==> config.mk <==
export PLATFORM = sky130hd
export DESIGN_NAME = mpu_operand_feeder
export DESIGN_NICKNAME = d
export VERILOG_FILES = /design/src/rtl/mpu_pkg.sv /design/src/rtl/mpu_feeder_addr_gen.sv /design/src/rtl/mpu_operand_feeder.sv
export SDC_FILE = /design/constraint.sdc
export NUM_CORES = 1
export LEC_CHECK = 0
export ABC_AREA = 1
export BUFFER_PORTS_ARGS = -buffer_cell sky130_fd_sc_hd__buf_2
export CAP_MARGIN = 20
export CORE_AREA = 2 2 90 92
export DETAILED_ROUTE_END_ITERATION = 16
export DIE_AREA = 0 0 92 94
export GPL_ROUTABILITY_DRIVEN = 1
export PLACE_DENSITY = 0.7
export SLEW_MARGIN = 20
export SYNTH_ARGS = -nofsm -noshare
export SYNTH_HDL_FRONTEND = slang
export SYNTH_SLANG_ARGS = --single-unit
==> constraint.sdc <==
create_clock -name clk -period 1.4 [get_ports clk]
set_input_delay 0.14 -clock clk [delete_from_list [all_inputs] [get_ports clk]]
set_output_delay 0.14 -clock clk [all_outputs]
set_load 0.02 [all_outputs]
==> src/rtl/mpu_pkg.sv <==
`default_nettype none
// +------------------------------------------------------------------------+
// | Module : mpu_pkg                                                       |
// | Brief  : Shared widths, mode encodings, feeder states, weight fields.  |
// | Rev    : 1.0  initial release                                          |
// +------------------------------------------------------------------------+
package mpu_pkg;

    localparam int c_DATA_WIDTH         = 8;
    localparam int c_SPARSE_INDEX_WIDTH = 4;

    localparam logic c_MODE_DENSE  = 1'b0;
    localparam logic c_MODE_SPARSE = 1'b1;

    // Weight word is {sparse_index, weight}: weight in the low bits.
    localparam int c_WGT_FIELD_LSB = 0;

    typedef enum logic [2:0] {
        ST_IDLE      = 3'd0,
        ST_READ      = 3'd1,
        ST_DRAIN     = 3'd2,
        ST_WAIT_DONE = 3'd3,
        ST_FINISH    = 3'd4
    } feeder_state_t;

    function automatic int idx_field_lsb(input int data_width);
        return c_WGT_FIELD_LSB + data_width;
    endfunction

endpackage
`default_nettype wire

==> src/rtl/mpu_feeder_addr_gen.sv <==
`default_nettype none
// +------------------------------------------------------------------------+
// | Module : mpu_feeder_addr_gen                                           |
// | Brief  : Activation/weight address counters with remaining-length      |
// |          count; addresses wrap modulo 2^ADDR_WIDTH.                    |
// | Rev    : 1.0  initial release                                          |
// +------------------------------------------------------------------------+
module mpu_feeder_addr_gen #(
    parameter int ADDR_WIDTH = 10,
    parameter int LEN_WIDTH  = 11
) (
    input  logic                  clk,
    input  logic                  rst,
    input  logic                  i_load,
    input  logic                  i_advance,
    input  logic [ADDR_WIDTH-1:0] i_act_base,
    input  logic [ADDR_WIDTH-1:0] i_wgt_base,
    input  logic [LEN_WIDTH-1:0]  i_len,
    output logic [ADDR_WIDTH-1:0] o_act_addr,
    output logic [ADDR_WIDTH-1:0] o_wgt_addr,
    output logic                  o_last
);

    logic [ADDR_WIDTH-1:0] r_act_addr;
    logic [ADDR_WIDTH-1:0] r_wgt_addr;
    logic [LEN_WIDTH-1:0]  r_remaining;

    always_ff @(posedge clk) begin
        if (rst) begin
            r_act_addr  <= '0;
            r_wgt_addr  <= '0;
            r_remaining <= '0;
        end else if (i_load) begin
            r_act_addr  <= i_act_base;
            r_wgt_addr  <= i_wgt_base;
            r_remaining <= i_len;
        end else if (i_advance) begin
            r_act_addr  <= r_act_addr + ADDR_WIDTH'(1);
            r_wgt_addr  <= r_wgt_addr + ADDR_WIDTH'(1);
            r_remaining <= r_remaining - LEN_WIDTH'(1);
        end
    end

    assign o_act_addr = r_act_addr;
    assign o_wgt_addr = r_wgt_addr;
    assign o_last     = (r_remaining == LEN_WIDTH'(1));

endmodule
`default_nettype wire

==> src/rtl/mpu_operand_feeder.sv <==
`default_nettype none
// +------------------------------------------------------------------------+
// | Module : mpu_operand_feeder                                            |
// | Brief  : Reads activation/weight SRAMs for one command and streams     |
// |          operands to the MPU; sparse mode skips zero weights.          |
// |          MPU_FEEDER_PERF_EN adds perf_issued/perf_skipped counters.    |
// | Rev    : 1.0  initial release                                          |
// +------------------------------------------------------------------------+
module mpu_operand_feeder
    import mpu_pkg::*;
#(
    parameter int DATA_WIDTH         = c_DATA_WIDTH,
    parameter int SPARSE_INDEX_WIDTH = c_SPARSE_INDEX_WIDTH,
    parameter int ADDR_WIDTH         = 10,
    parameter int LEN_WIDTH          = 11
) (
    input  logic                                 clk,
    input  logic                                 rst,
    input  logic                                 cmd_valid,
    output logic                                 cmd_ready,
    input  logic [ADDR_WIDTH-1:0]                cmd_act_base,
    input  logic [ADDR_WIDTH-1:0]                cmd_wgt_base,
    input  logic [LEN_WIDTH-1:0]                 cmd_len,
    input  logic                                 cmd_mode,
    output logic                                 act_rd_en,
    output logic [ADDR_WIDTH-1:0]                act_rd_addr,
    input  logic [DATA_WIDTH-1:0]                act_rd_data,
    output logic                                 wgt_rd_en,
    output logic [ADDR_WIDTH-1:0]                wgt_rd_addr,
    input  logic [SPARSE_INDEX_WIDTH+DATA_WIDTH-1:0] wgt_rd_data,
    output logic [DATA_WIDTH-1:0]                mpu_activation,
    output logic [DATA_WIDTH-1:0]                mpu_weight,
    output logic [SPARSE_INDEX_WIDTH-1:0]        mpu_sparse_index,
    output logic                                 mpu_mode,
    output logic                                 mpu_start,
    input  logic                                 mpu_done,
`ifdef MPU_FEEDER_PERF_EN
    output logic [LEN_WIDTH-1:0]                 perf_issued,
    output logic [LEN_WIDTH-1:0]                 perf_skipped,
`endif
    output logic                                 busy,
    output logic                                 cmd_done
);

    localparam int c_IDX_LSB = idx_field_lsb(DATA_WIDTH);

    feeder_state_t                 r_state;
    logic                          r_rd_vld;
    logic                          r_armed;
    logic                          r_any_issued;
    logic                          w_handshake;
    logic                          w_issue;
    logic                          w_last;
    logic                          w_skip;
    logic [DATA_WIDTH-1:0]         w_wgt;
    logic [SPARSE_INDEX_WIDTH-1:0] w_idx;

    assign w_handshake = cmd_valid && (r_state == ST_IDLE);
    assign w_issue     = (r_state == ST_READ);
    assign w_wgt       = wgt_rd_data[c_WGT_FIELD_LSB +: DATA_WIDTH];
    assign w_idx       = wgt_rd_data[c_IDX_LSB +: SPARSE_INDEX_WIDTH];
    assign w_skip      = (mpu_mode == c_MODE_SPARSE) && (w_wgt == '0);

    mpu_feeder_addr_gen #(
        .ADDR_WIDTH (ADDR_WIDTH),
        .LEN_WIDTH  (LEN_WIDTH)
    ) u_addr_gen (
        .clk        (clk),
        .rst        (rst),
        .i_load     (w_handshake),
        .i_advance  (w_issue),
        .i_act_base (cmd_act_base),
        .i_wgt_base (cmd_wgt_base),
        .i_len      (cmd_len),
        .o_act_addr (act_rd_addr),
        .o_wgt_addr (wgt_rd_addr),
        .o_last     (w_last)
    );

    always_ff @(posedge clk) begin
        if (rst) begin
            r_state          <= ST_IDLE;
            r_rd_vld         <= 1'b0;
            r_armed          <= 1'b0;
            r_any_issued     <= 1'b0;
            mpu_activation   <= '0;
            mpu_weight       <= '0;
            mpu_sparse_index <= '0;
            mpu_mode         <= c_MODE_DENSE;
            mpu_start        <= 1'b0;
            cmd_done         <= 1'b0;
`ifdef MPU_FEEDER_PERF_EN
            perf_issued      <= '0;
            perf_skipped     <= '0;
`endif
        end else begin
            cmd_done  <= 1'b0;
            mpu_start <= 1'b0;
            r_rd_vld  <= w_issue;

            // Skipped elements leave the data outputs holding the last issued values.
            if (r_rd_vld) begin
                if (w_skip) begin
`ifdef MPU_FEEDER_PERF_EN
                    perf_skipped <= perf_skipped + LEN_WIDTH'(1);
`endif
                end else begin
                    mpu_start        <= 1'b1;
                    mpu_activation   <= act_rd_data;
                    mpu_weight       <= w_wgt;
                    mpu_sparse_index <= w_idx;
                    r_any_issued     <= 1'b1;
`ifdef MPU_FEEDER_PERF_EN
                    perf_issued      <= perf_issued + LEN_WIDTH'(1);
`endif
                end
            end

            case (r_state)
                ST_IDLE: begin
                    if (w_handshake) begin
                        mpu_mode     <= cmd_mode;
                        r_any_issued <= 1'b0;
                        r_armed      <= 1'b0;
`ifdef MPU_FEEDER_PERF_EN
                        perf_issued  <= '0;
                        perf_skipped <= '0;
`endif
                        r_state      <= (cmd_len == '0) ? ST_FINISH : ST_READ;
                    end
                end
                ST_READ: begin
                    if (w_last) begin
                        r_state <= ST_DRAIN;
                    end
                end
                ST_DRAIN: begin
                    r_state <= ST_WAIT_DONE;
                end
                ST_WAIT_DONE: begin
                    // First cycle here is the last element's output cycle; done counts only after it.
                    r_armed <= 1'b1;
                    if (!r_any_issued || (r_armed && mpu_done)) begin
                        r_state <= ST_FINISH;
                    end
                end
                ST_FINISH: begin
                    cmd_done <= 1'b1;
                    r_state  <= ST_IDLE;
                end
                default: begin
                    r_state <= ST_IDLE;
                end
            endcase
        end
    end

    assign cmd_ready = (r_state == ST_IDLE);
    assign busy      = (r_state != ST_IDLE);
    assign act_rd_en = w_issue;
    assign wgt_rd_en = w_issue;

endmodule
`default_nettype wire

==> impl_metrics.py, run 1 <==
metrics = {
    "worst_setup_path": {
        "start_kind": "register",
        "crit_arrival_ns": 1.58,
        "worst-path-buf-inv": 2,
        "path_cells": "nor2_4, nand2_4, nor2_8, buf_12, nor2_8, nand2_2, nand3_2, nand2_2, inv_1",
        "crit_family": "simple AND/OR/NAND/NOR gates",
        "crit_required_ns": 1.63,
        "worst_setup_path_end_kind": "register",
        "critPathMaxFanout": 7,
        "cpMaxStageDelayCell": "dfxtp_4",
        "cpPeakStageDelay_ns": 0.36,
        "crit_type": "reg -> reg",
    },
    "cts": {
        "cts-root-buf": "clkbuf_8",
        "clockBufferDepth": 2,
        "htreeDepth": 3,
        "postCtsHoldBufs": 0,
        "cts.sink_count": 60,
        "cts_buffers": 9,
        "cts_tree": "built",
        "clock_latency_ns": 0.33,
        "clkTransAtPathRegs_ns": 0.07,
    },
    "sta": {
        "setup_viol": 0,
        "period_share": 0.967,
        "fmax_ghz": 0.739,
        "fin_ws_ns": 0.0460,
        "worst_pin_slew_ns": 0.333,
        "min_period_ns": 1.35,
        "rsz0062_at_grt": "yes",
        "max-slew-margin-rel": 0.778,
        "slew_violations": 0,
        "clock_skew_ns": 0.00889,
        "hold_violations": 0,
    },
    "power": {
        "power_mw": 5.40,
        "p_per_area_nw_per_um2": 1220,
        "leakage_nw": 2.23,
        "vdd_ir_drop_max_mv": 0.602,
    },
    "synthesis": {
        "syn_inst": 524,
        "synth_top_area_frac": 0.360,
        "synth_top_cells_by_count": "nand2_1 (165), dfxtp_1 (60), inv_1 (60), nor2_1 (60), nand3_1 (56)",
        "ys_ff_latch": 60,
        "ys_seq_area_frac": 0.360,
        "async_flop_share": 0,
        "yosysWarningCount": 0,
        "synthTopCellsByArea": "dfxtp_1 (36%), nand2_1 (19%), nand3_1 (8.4%), inv_1 (6.7%), nor2_1 (6.7%)",
        "syn_area_per_cell_um2": 6.37,
        "synth_area_leader_cell": "dfxtp_1",
        "yosysMostFrequentCell": "nand2_1",
        "synth.cell_area_um2": 3340,
        "synth.distinct_cells": 34,
        "synth_edf_count": 0,
        "synth_fp_nets": 584,
        "synthFlopType": "dfxtp_1",
    },
    "die": {
        "die-height_um": 94,
        "ioPinCount": 103,
        "start_util": 0.439,
        "dieArea_um2": 8650,
        "rows": 32,
        "core_area_um2": 7610,
        "die_w_um": 92,
    },
    "route": {
        "ant_nets": 0,
        "dr.pass1.iters": 7,
        "dr.first_iter.drc_count": 169,
        "vias_per_cell": 4.91,
        "wl_per_cell_um": 12.2,
        "drt-total-wl_um": 9150,
        "drc": 0,
        "vias": 3676,
    },
    "place": {
        "dpl.hpwl_um": 6330,
        "place_congestion": 0.855,
        "io_buffers": 102,
        "dp.cells": 724,
        "placed_area_um2": 4030,
        "pre_cts_ws_ns": -0.0111,
    },
    "worst_hold_path": {
        "hold_class": "in -> reg",
    },
    "layout": {
        "utilization": 0.582,
        "fin_nets": 701,
        "final_cells": 748,
        "syn_to_final_growth_pct": 32.5,
        "final_area_um2": 4420,
        "drive_above_1_share": 0.302,
        "filler_cell_count": 757,
        "diodes": 0,
    },
    "global_route": {
        "antenna_found_initial": 0,
        "grt_max_degree": 42,
        "grt_pass1_vias": 3256,
        "grt_overflow": 0,
        "grt_pass1_wl_um": 14700,
        "grtUsageTotal": 0.210,
    },
    "outcome": {
        "status": "complete, no violations",
    },
    "run": {
        "drv_cap": 0,
    },
}
power by group:
group	switching, mW	internal (mW)
clock network	0.672	0.678
logic	1.15	0.791
registers	0.190	1.92
metrics by stage:
step                hold slack [ns]  setup TNS [ns]
floorplan                     0.287               0
global placement              0.405               0
detailed placement            0.402         -0.0111
CTS                          0.0435        -0.00395
global route                 0.0471          -0.103
finish                       0.0603               0
state kept, by name, summed over array words and instances, names as in the netlist, 3 cells and up:
register / count
mpu_sparse_index: 4
u_addr_gen.o_wgt_addr: 10
mpu_weight: 8
u_addr_gen.r_remaining: 11
r_state: 3
u_addr_gen.o_act_addr: 10
mpu_activation: 8
logic make-up (layout without fill, tap and decap cells):
family | count (synthesis) | after routing | share of synthesized area
and+or+nand+nor | 302 | 303 | 0.390
buffers and inverters | 87 | 208 | 0.113
AOI/OAI and AO/OA | 65 | 65 | 0.106
DFF | 60 | 60 | 0.360
xor gates and xnor gates | 6 | 6 | 0.0157
adders and majority gates | 4 | 4 | 0.0150
final cells by class:
type                    instances  area [um^2]  share of cell area
flip-flops and latches         60         1220               0.276
repair buffers                129          798               0.180
clock buffers                  11          141              0.0320
well taps                     102          128              0.0288
multi-input cells             378         1860               0.421
inverters                      63          246              0.0557
clock inverters                 5         27.5             0.00622
path summary, 6_finish.rpt:
path,cells past startpoint,to,start,slack [ns]
setup / recovery,9,u_addr_gen.o_wgt_addr[4],r_state[2],0.05
hold reg to reg,2,r_any_issued,r_any_issued,0.45
hold / removal,3,u_addr_gen.o_wgt_addr[5],cmd_wgt_base[5],0.06
setup reg to reg,9,u_addr_gen.o_wgt_addr[4],r_state[2],0.05
worst reg2reg max path: stages, from the launching register on:
cell and delay, ns:
dfxtp_4 0.36, nor2_4 0.13, nand2_4 0.08, nor2_8 0.22
buf_12 0.16, nor2_8 0.05, nand2_2 0.07, nand3_2 0.08
nand2_2 0.07, inv_1 0.03
layer usage:
metal	global-route usage	vias up	wire (um)
met4	0.0448	0	29
met1	0.256	1673	3930
met2	0.373	121	4480
li1	-	1880	-
met3	0.0554	2	700
met5	0	-	0
placed cells by master, fill, tap and decap left out, types with 2 or more instances in the layout:
cell,count
a21oi_1,31
a21oi_2,6
a31oi_1,7
buf_12,4
buf_2,101
buf_4,19
buf_6,4
clkbuf_8,10
clkinv_2,4
dfxtp_1,53
dfxtp_2,3
dfxtp_4,4
ha_2,2
inv_1,57
inv_2,3
nand2_1,155
nand2_2,10
nand2_4,2
nand3_1,54
nand3_2,2
nand4_1,2
nor2_1,57
nor2_2,2
nor2_4,5
nor2_8,2
nor3_1,4
o21ai_0,9
o21ai_1,9
o21ai_2,2
or2_2,4
xnor2_1,3
xor2_1,3
what timing repair did:
item / 4_1_cts / 5_1_grt
hold endpoints to repair: 0 / 0
pin swaps: 2 / 9
cloned: 0 / 3
gates resized for setup: 8 / 41
setup buffers: 3 / 2
endpoints found under the setup margin: 10 / 22
Power figures use the tool's default switching activity.
==> run 2: changes to the inputs <==
--- a/config.mk
+++ b/config.mk
@@ -6,12 +6,14 @@
 export NUM_CORES = 1
 export LEC_CHECK = 0
 export ABC_AREA = 1
+export ABC_CLOCK_PERIOD_IN_PS = 1400
 export BUFFER_PORTS_ARGS = -buffer_cell sky130_fd_sc_hd__buf_2
 export CAP_MARGIN = 20
 export CORE_AREA = 2 2 90 92
 export DETAILED_ROUTE_END_ITERATION = 16
 export DIE_AREA = 0 0 92 94
 export GPL_ROUTABILITY_DRIVEN = 1
+export MAX_ROUTING_LAYER = met4
 export PLACE_DENSITY = 0.7
 export SLEW_MARGIN = 20
 export SYNTH_ARGS = -nofsm -noshare
==> impl_metrics.py, run 2 (same netlist as run 1, synthesis figures left out) <==
metrics = {
    "global_route": {
        "grt.busiest_layer": "met2",
        "grt_pass1_wl_um": 14700,
        "grt_util_met3": 0.0538,
        "antenna_found_initial": 0,
        "grt_pass1_vias": 3262,
        "grtUsageMet2": 0.374,
        "grtUsageTotal": 0.216,
        "use_met1": 0.256,
        "grt_overflow": 0,
        "grt_max_degree": 42,
    },
    "power": {
        "vdd_ir_drop_max_mv": 0.608,
        "leakage_nw": 2.23,
        "power_mw": 5.41,
        "p_per_area_nw_per_um2": 1220,
    },
    "cts": {
        "clock_latency_ns": 0.33,
        "cts-root-buf": "clkbuf_8",
        "htreeDepth": 3,
        "clkTransAtPathRegs_ns": 0.07,
        "postCtsHoldBufs": 0,
        "cts_buffers": 9,
        "cts.sink_count": 60,
        "clockBufferDepth": 2,
        "cts_tree": "built",
    },
    "worst_setup_path": {
        "critPathMaxFanout": 7,
        "worst_setup_path_end_kind": "register",
        "crit_arrival_ns": 1.59,
        "crit_type": "reg -> reg",
        "crit_required_ns": 1.63,
        "start_kind": "register",
    },
    "layout": {
        "fin_nets": 701,
        "multi_input_area_um2": 1870,
        "syn_to_final_growth_pct": 32.7,
        "final_cells": 748,
        "regArea_um2": 1220,
        "filler_cell_count": 755,
        "layout_common_cells": "nand2_1 (154), buf_2 (101), inv_1 (57), nor2_1 (57), nand3_1 (54)",
        "regMostFlops": "u_addr_gen.r_remaining",
        "drive_above_1_share": 0.305,
        "largest_reg_flops": 11,
        "diodes": 0,
        "final_common_cell": "nand2_1",
        "final_area_um2": 4430,
    },
    "sta": {
        "fmax_ghz": 0.736,
        "slew_violations": 0,
        "clock_skew_ns": 0.00878,
        "tns_ns": 0,
        "hold_violations": 0,
        "period_share": 0.970,
        "setup_viol": 0,
        "rsz0062_at_grt": "yes",
        "max-slew-margin-rel": 0.779,
        "holdWs_ns": 0.0606,
        "worst_pin_slew_ns": 0.331,
        "min_period_ns": 1.36,
    },
    "die": {
        "ioPinCount": 103,
        "rows": 32,
        "die_w_um": 92,
        "dieArea_um2": 8650,
        "core_area_um2": 7610,
        "start_util": 0.439,
        "die-height_um": 94,
    },
    "worst_hold_path": {
        "hold_class": "in -> reg",
    },
    "route": {
        "vias": 3692,
        "dr.pass1.iters": 4,
        "vias_per_cell": 4.94,
        "drt-total-wl_um": 9200,
        "ant_nets": 0,
        "dr.first_iter.drc_count": 144,
        "drc": 0,
        "wl_per_cell_um": 12.3,
    },
    "place": {
        "place_congestion": 0.868,
        "dp.cells": 724,
        "io_buffers": 102,
        "placed_area_um2": 4030,
        "dpl.hpwl_um": 6330,
    },
    "run": {
        "drv_cap": 0,
    },
    "outcome": {
        "status": "complete, no violations",
    },
}
[run 2: what timing repair did]
item / CTS / global route
buffers inserted: 3 / 2
gates resized for setup: 8 / 43
endpoints found under the setup margin: 10 / 21
gates cloned: 0 / 3
pin swaps: 2 / 9
[run 2: stage by stage]
step                worst slack [ns]  utilization
finish                        0.0416        0.583
global route                 -0.0333        0.583
CTS                         -0.00395        0.557
detailed placement           -0.0111        0.530
global placement              0.0312        0.530
floorplan                     0.0390            -
[run 2: cell type report]
cell class | instances | share of cell area
clock buffers | 11 | 0.0319
multi-input cells | 378 | 0.422
repair buffers | 129 | 0.180
clock inverters | 5 | 0.00621
well taps | 102 | 0.0288
flip-flops and latches | 60 | 0.275
inverters | 63 | 0.0556
[run 2: where the power goes]
group / switching, mW / total (mW) / leakage [nW] / internal, mW
clock: 0.680 / 1.36 / 0.0889 / 0.678
sequential: 0.190 / 2.11 / 0.496 / 1.92
combinational: 1.15 / 1.94 / 1.65 / 0.792
total: 2.02 / 5.41 / 2.23 / 3.39
[run 2: critical path: stages (launching register included)]
cell and delay [ns]:
dfxtp_4 0.36, nor2_4 0.13, nand2_4 0.08, nor2_8 0.22, buf_12 0.16, nor2_8 0.05, nand2_2 0.07, nand3_2 0.08
nand2_2 0.07, inv_1 0.03
[run 2: path summary, 6_finish.rpt]
kind                              endpoint            start  cells past startpoint  slack (ns)
setup / recovery  u_addr_gen.o_wgt_addr[4]       r_state[2]                      9        0.04
hold / removal    u_addr_gen.o_wgt_addr[5]  cmd_wgt_base[5]                      3        0.06
setup reg to reg  u_addr_gen.o_wgt_addr[4]       r_state[2]                      9        0.04
hold reg to reg               r_any_issued     r_any_issued                      2        0.45
[run 2: per-layer routing]
layer | wire (um) | share of wire
met1 | 4060 | 0.44
met2 | 4460 | 0.48
met3 | 650 | 0.071
met4 | 34 | 0.0037
met5 | 0 | 0
==> run 3: changes to the inputs <==
--- a/config.mk
+++ b/config.mk
@@ -6,16 +6,18 @@
 export NUM_CORES = 1
 export LEC_CHECK = 0
 export ABC_AREA = 1
-export ABC_CLOCK_PERIOD_IN_PS = 1400
+export ABC_CLOCK_PERIOD_IN_PS = 1100
 export BUFFER_PORTS_ARGS = -buffer_cell sky130_fd_sc_hd__buf_2
 export CAP_MARGIN = 20
-export CORE_AREA = 2 2 90 92
+export CORE_AREA = 2 2 88 90
 export DETAILED_ROUTE_END_ITERATION = 16
-export DIE_AREA = 0 0 92 94
+export DIE_AREA = 0 0 90 92
 export GPL_ROUTABILITY_DRIVEN = 1
 export MAX_ROUTING_LAYER = met4
-export PLACE_DENSITY = 0.7
+export PLACE_DENSITY = 0.73
+export SKIP_LAST_GASP = 1
 export SLEW_MARGIN = 20
 export SYNTH_ARGS = -nofsm -noshare
 export SYNTH_HDL_FRONTEND = slang
+export SYNTH_HIERARCHICAL = 1
 export SYNTH_SLANG_ARGS = --single-unit
==> constraint.sdc (replaced) <==
create_clock -name clk -period 1.1 [get_ports clk]
set_input_delay 0.11 -clock clk [delete_from_list [all_inputs] [get_ports clk]]
set_output_delay 0.11 -clock clk [all_outputs]
set_load 0.02 [all_outputs]
==> impl_metrics.py, run 3 <==
metrics = {
    "outcome": {
        "status": "finished, violations left",
        "violations": "setup timing",
    },
    "power": {
        "p_per_area_nw_per_um2": 2350,
        "switching_share": 0.416,
        "leakage_nw": 2.40,
        "p_int_mw": 6.55,
        "switchingPower_mw": 4.67,
        "combPwrFrac": 0.562,
        "pwr-share-seq": 0.282,
        "clkPwrFrac": 0.156,
        "vdd_ir_drop_max_mv": 1.56,
        "power_mw": 11.2,
    },
    "route": {
        "drc": 0,
        "dr.pass1.iters": 4,
        "dr.first_iter.drc_count": 147,
        "drt-met1-wl_um": 4110,
        "wl_met3_um": 525,
        "wl_per_cell_um": 12.5,
        "vias": 3667,
        "ant_nets": 0,
        "route.top_layer_used": "met4",
        "wl_met2_um": 4570,
        "vias_per_cell": 4.94,
        "drt-total-wl_um": 9310,
    },
    "die": {
        "rows": 32,
        "die-height_um": 92,
        "dieArea_um2": 8280,
        "start_util": 0.431,
        "core_area_um2": 7450,
        "ioPinCount": 103,
        "die_w_um": 90,
    },
    "synthesis": {
        "async_flop_share": 0,
        "yosysWarningCount": 6,
        "synth_area_leader_cell": "dfxtp_1",
        "ys_seq_area_frac": 0.374,
        "synthTopCellsByArea": "dfxtp_1 (37%), nand2_1 (12%), nand3_1 (8.6%), inv_1 (7.6%), a21oi_1 (7.3%)",
        "synth.distinct_cells": 32,
        "syn_inst": 480,
        "yosysMostFrequentCell": "nand2_1",
        "synth_fp_nets": 540,
        "ys_ff_latch": 60,
        "synth_top_cells_by_count": "nand2_1 (101), inv_1 (65), dfxtp_1 (60)",
        "synth_edf_count": 0,
        "synth.cell_area_um2": 3210,
        "synthFlopType": "dfxtp_1",
        "synth_top_area_frac": 0.374,
        "syn_area_per_cell_um2": 6.69,
    },
    "layout": {
        "multi_input_area_um2": 1790,
        "diodes": 0,
        "filler_cell_count": 673,
        "layout_common_cells": "nand2_1 (94), buf_2 (93), buf_4 (58)",
        "final_common_cell": "nand2_1",
        "syn_to_final_growth_pct": 48.7,
        "largest_reg_flops": 11,
        "drive_above_1_share": 0.390,
        "regArea_um2": 1230,
        "utilization": 0.641,
        "fin_nets": 697,
        "regMostFlops": "u_addr_gen/r_remaining",
    },
    "worst_setup_path": {
        "worstRegToRegCells": 11,
        "start_kind": "register",
        "r2r_slack_ns": -0.36,
        "crit_arrival_ns": 1.74,
        "r2r_end": "u_addr_gen/r_remaining[0]",
        "crit_required_ns": 1.38,
        "crit_type": "reg -> reg",
        "critPathMaxFanout": 5,
        "regToRegStartpoint": "r_state[0]",
        "worst_setup_path_end_kind": "register",
    },
    "global_route": {
        "grtUsageTotal": 0.228,
        "grt_pass1_vias": 3411,
        "antenna_found_initial": 0,
        "grt_pass1_wl_um": 15100,
        "grt_overflow": 0,
        "grt_max_degree": 42,
    },
    "place": {
        "place_congestion": 0.883,
        "dpl.hpwl_um": 6340,
        "pre_cts_ws_ns": -0.375,
        "io_buffers": 102,
    },
    "cts": {
        "clockBufferDepth": 2,
        "cts-root-buf": "clkbuf_8",
        "clkTransAtPathRegs_ns": 0.06,
        "postCtsHoldBufs": 0,
        "clock_latency_ns": 0.33,
        "cts.sink_count": 60,
        "cts_buffers": 9,
        "htreeDepth": 3,
        "cts_tree": "built",
    },
    "sta": {
        "fmax_ghz": 0.685,
        "slew_violations": 0,
        "max-slew-margin-rel": 0.819,
        "clock_skew_ns": 0.00455,
        "rsz0062_at_grt": "yes",
        "hold_violations": 0,
        "min_period_ns": 1.46,
        "worst_pin_slew_ns": 0.269,
        "period_share": 1.33,
        "fin_ws_ns": -0.360,
        "setup_viol": 39,
    },
    "worst_hold_path": {
        "hold_class": "in -> reg",
        "hold_end": "u_addr_gen/o_wgt_addr[4]",
        "holdPathStages": 3,
        "min_from": "cmd_wgt_base[4]",
    },
    "run": {
        "drv_cap": 0,
    },
}
run 3: routing by layer:
metal / vias to the layer above / track usage
met5: - / -
met4: 0 / 0.0923
li1: 1863 / -
met3: 12 / 0.0452
met2: 122 / 0.384
met1: 1670 / 0.268
run 3: cell type report:
type                       instances  share of cell area
clock buffer                      13              0.0333
clock inverter                     2             0.00210
inverter                          68              0.0606
multi-input combinational        329               0.375
sequential                        60               0.257
tap                              102              0.0267
timing repair buffer             169               0.245
run 3: per-stage QoR:
stage,area (um^2),std cells,hold WS (ns),setup TNS (ns)
CTS,4660,738,0.00720,-11.31
global route,4770,743,0.0416,-14.78
detailed placement,4240,717,0.366,-11.03
floorplan,3270,480,0.253,-10.50
finish,4770,743,0.0390,-11.47
global placement,4240,717,0.360,-9.97
run 3: timing repair:
item,in CTS,in global routing
pin swaps,13,10
resized for setup,63,34
hold endpoints to repair,0,0
buffers inserted,5,7
endpoints found under the setup margin,44,50
cloned,1,0
run 3: worst max-delay path by stage:
| stage | startpoint | endpoint | slack (ns) | cells after the start |
|---|---|---|---|---|
| 5_1_grt | r_state[0] | u_addr_gen/o_wgt_addr[7] | -0.46 | 9 |
| 6_report | r_state[0] | u_addr_gen/r_remaining[0] | -0.36 | 11 |
| 2_1_floorplan | r_state[1] | u_addr_gen/o_act_addr[1] | -0.38 | 14 |
| 4_1_cts | r_state[0] | wgt_rd_en | -0.36 | 6 |
| 3_5_place_dp | u_addr_gen/r_remaining[5] | r_state[0] | -0.38 | 11 |
| 3_3_place_gp | u_addr_gen/r_remaining[5] | r_state[0] | -0.32 | 11 |
run 3: critical path, stage by stage, from the launching register on:
cell        delay, ns
dfxtp_4          0.37
inv_4            0.06
nor2_4           0.03
nand2_2          0.08
clkinvlp_4       0.14
buf_6            0.16
nor2_4           0.13
buf_4            0.14
inv_2            0.05
o21ai_1          0.12
nand2_1          0.07
inv_1            0.05
run 3: logic make-up after synthesis:
kind of cell	after synthesis	synth area share
buf+inv	91	0.124
fa+ha+maj	4	0.0156
xor+xnor	8	0.0218
flops	60	0.374
compound gates	90	0.161
simple gates	227	0.303
run 3: power by group through the flow:
stage               Sequential (mW)  Clock (mW)  Combinational [mW]
finish                         3.16        1.75                6.31
global route                   3.22        1.90                6.87
floorplan                      3.63           0                2.78
global placement               3.11           0                5.11
CTS                            3.14        1.80                5.97
detailed placement             3.12           0                5.21
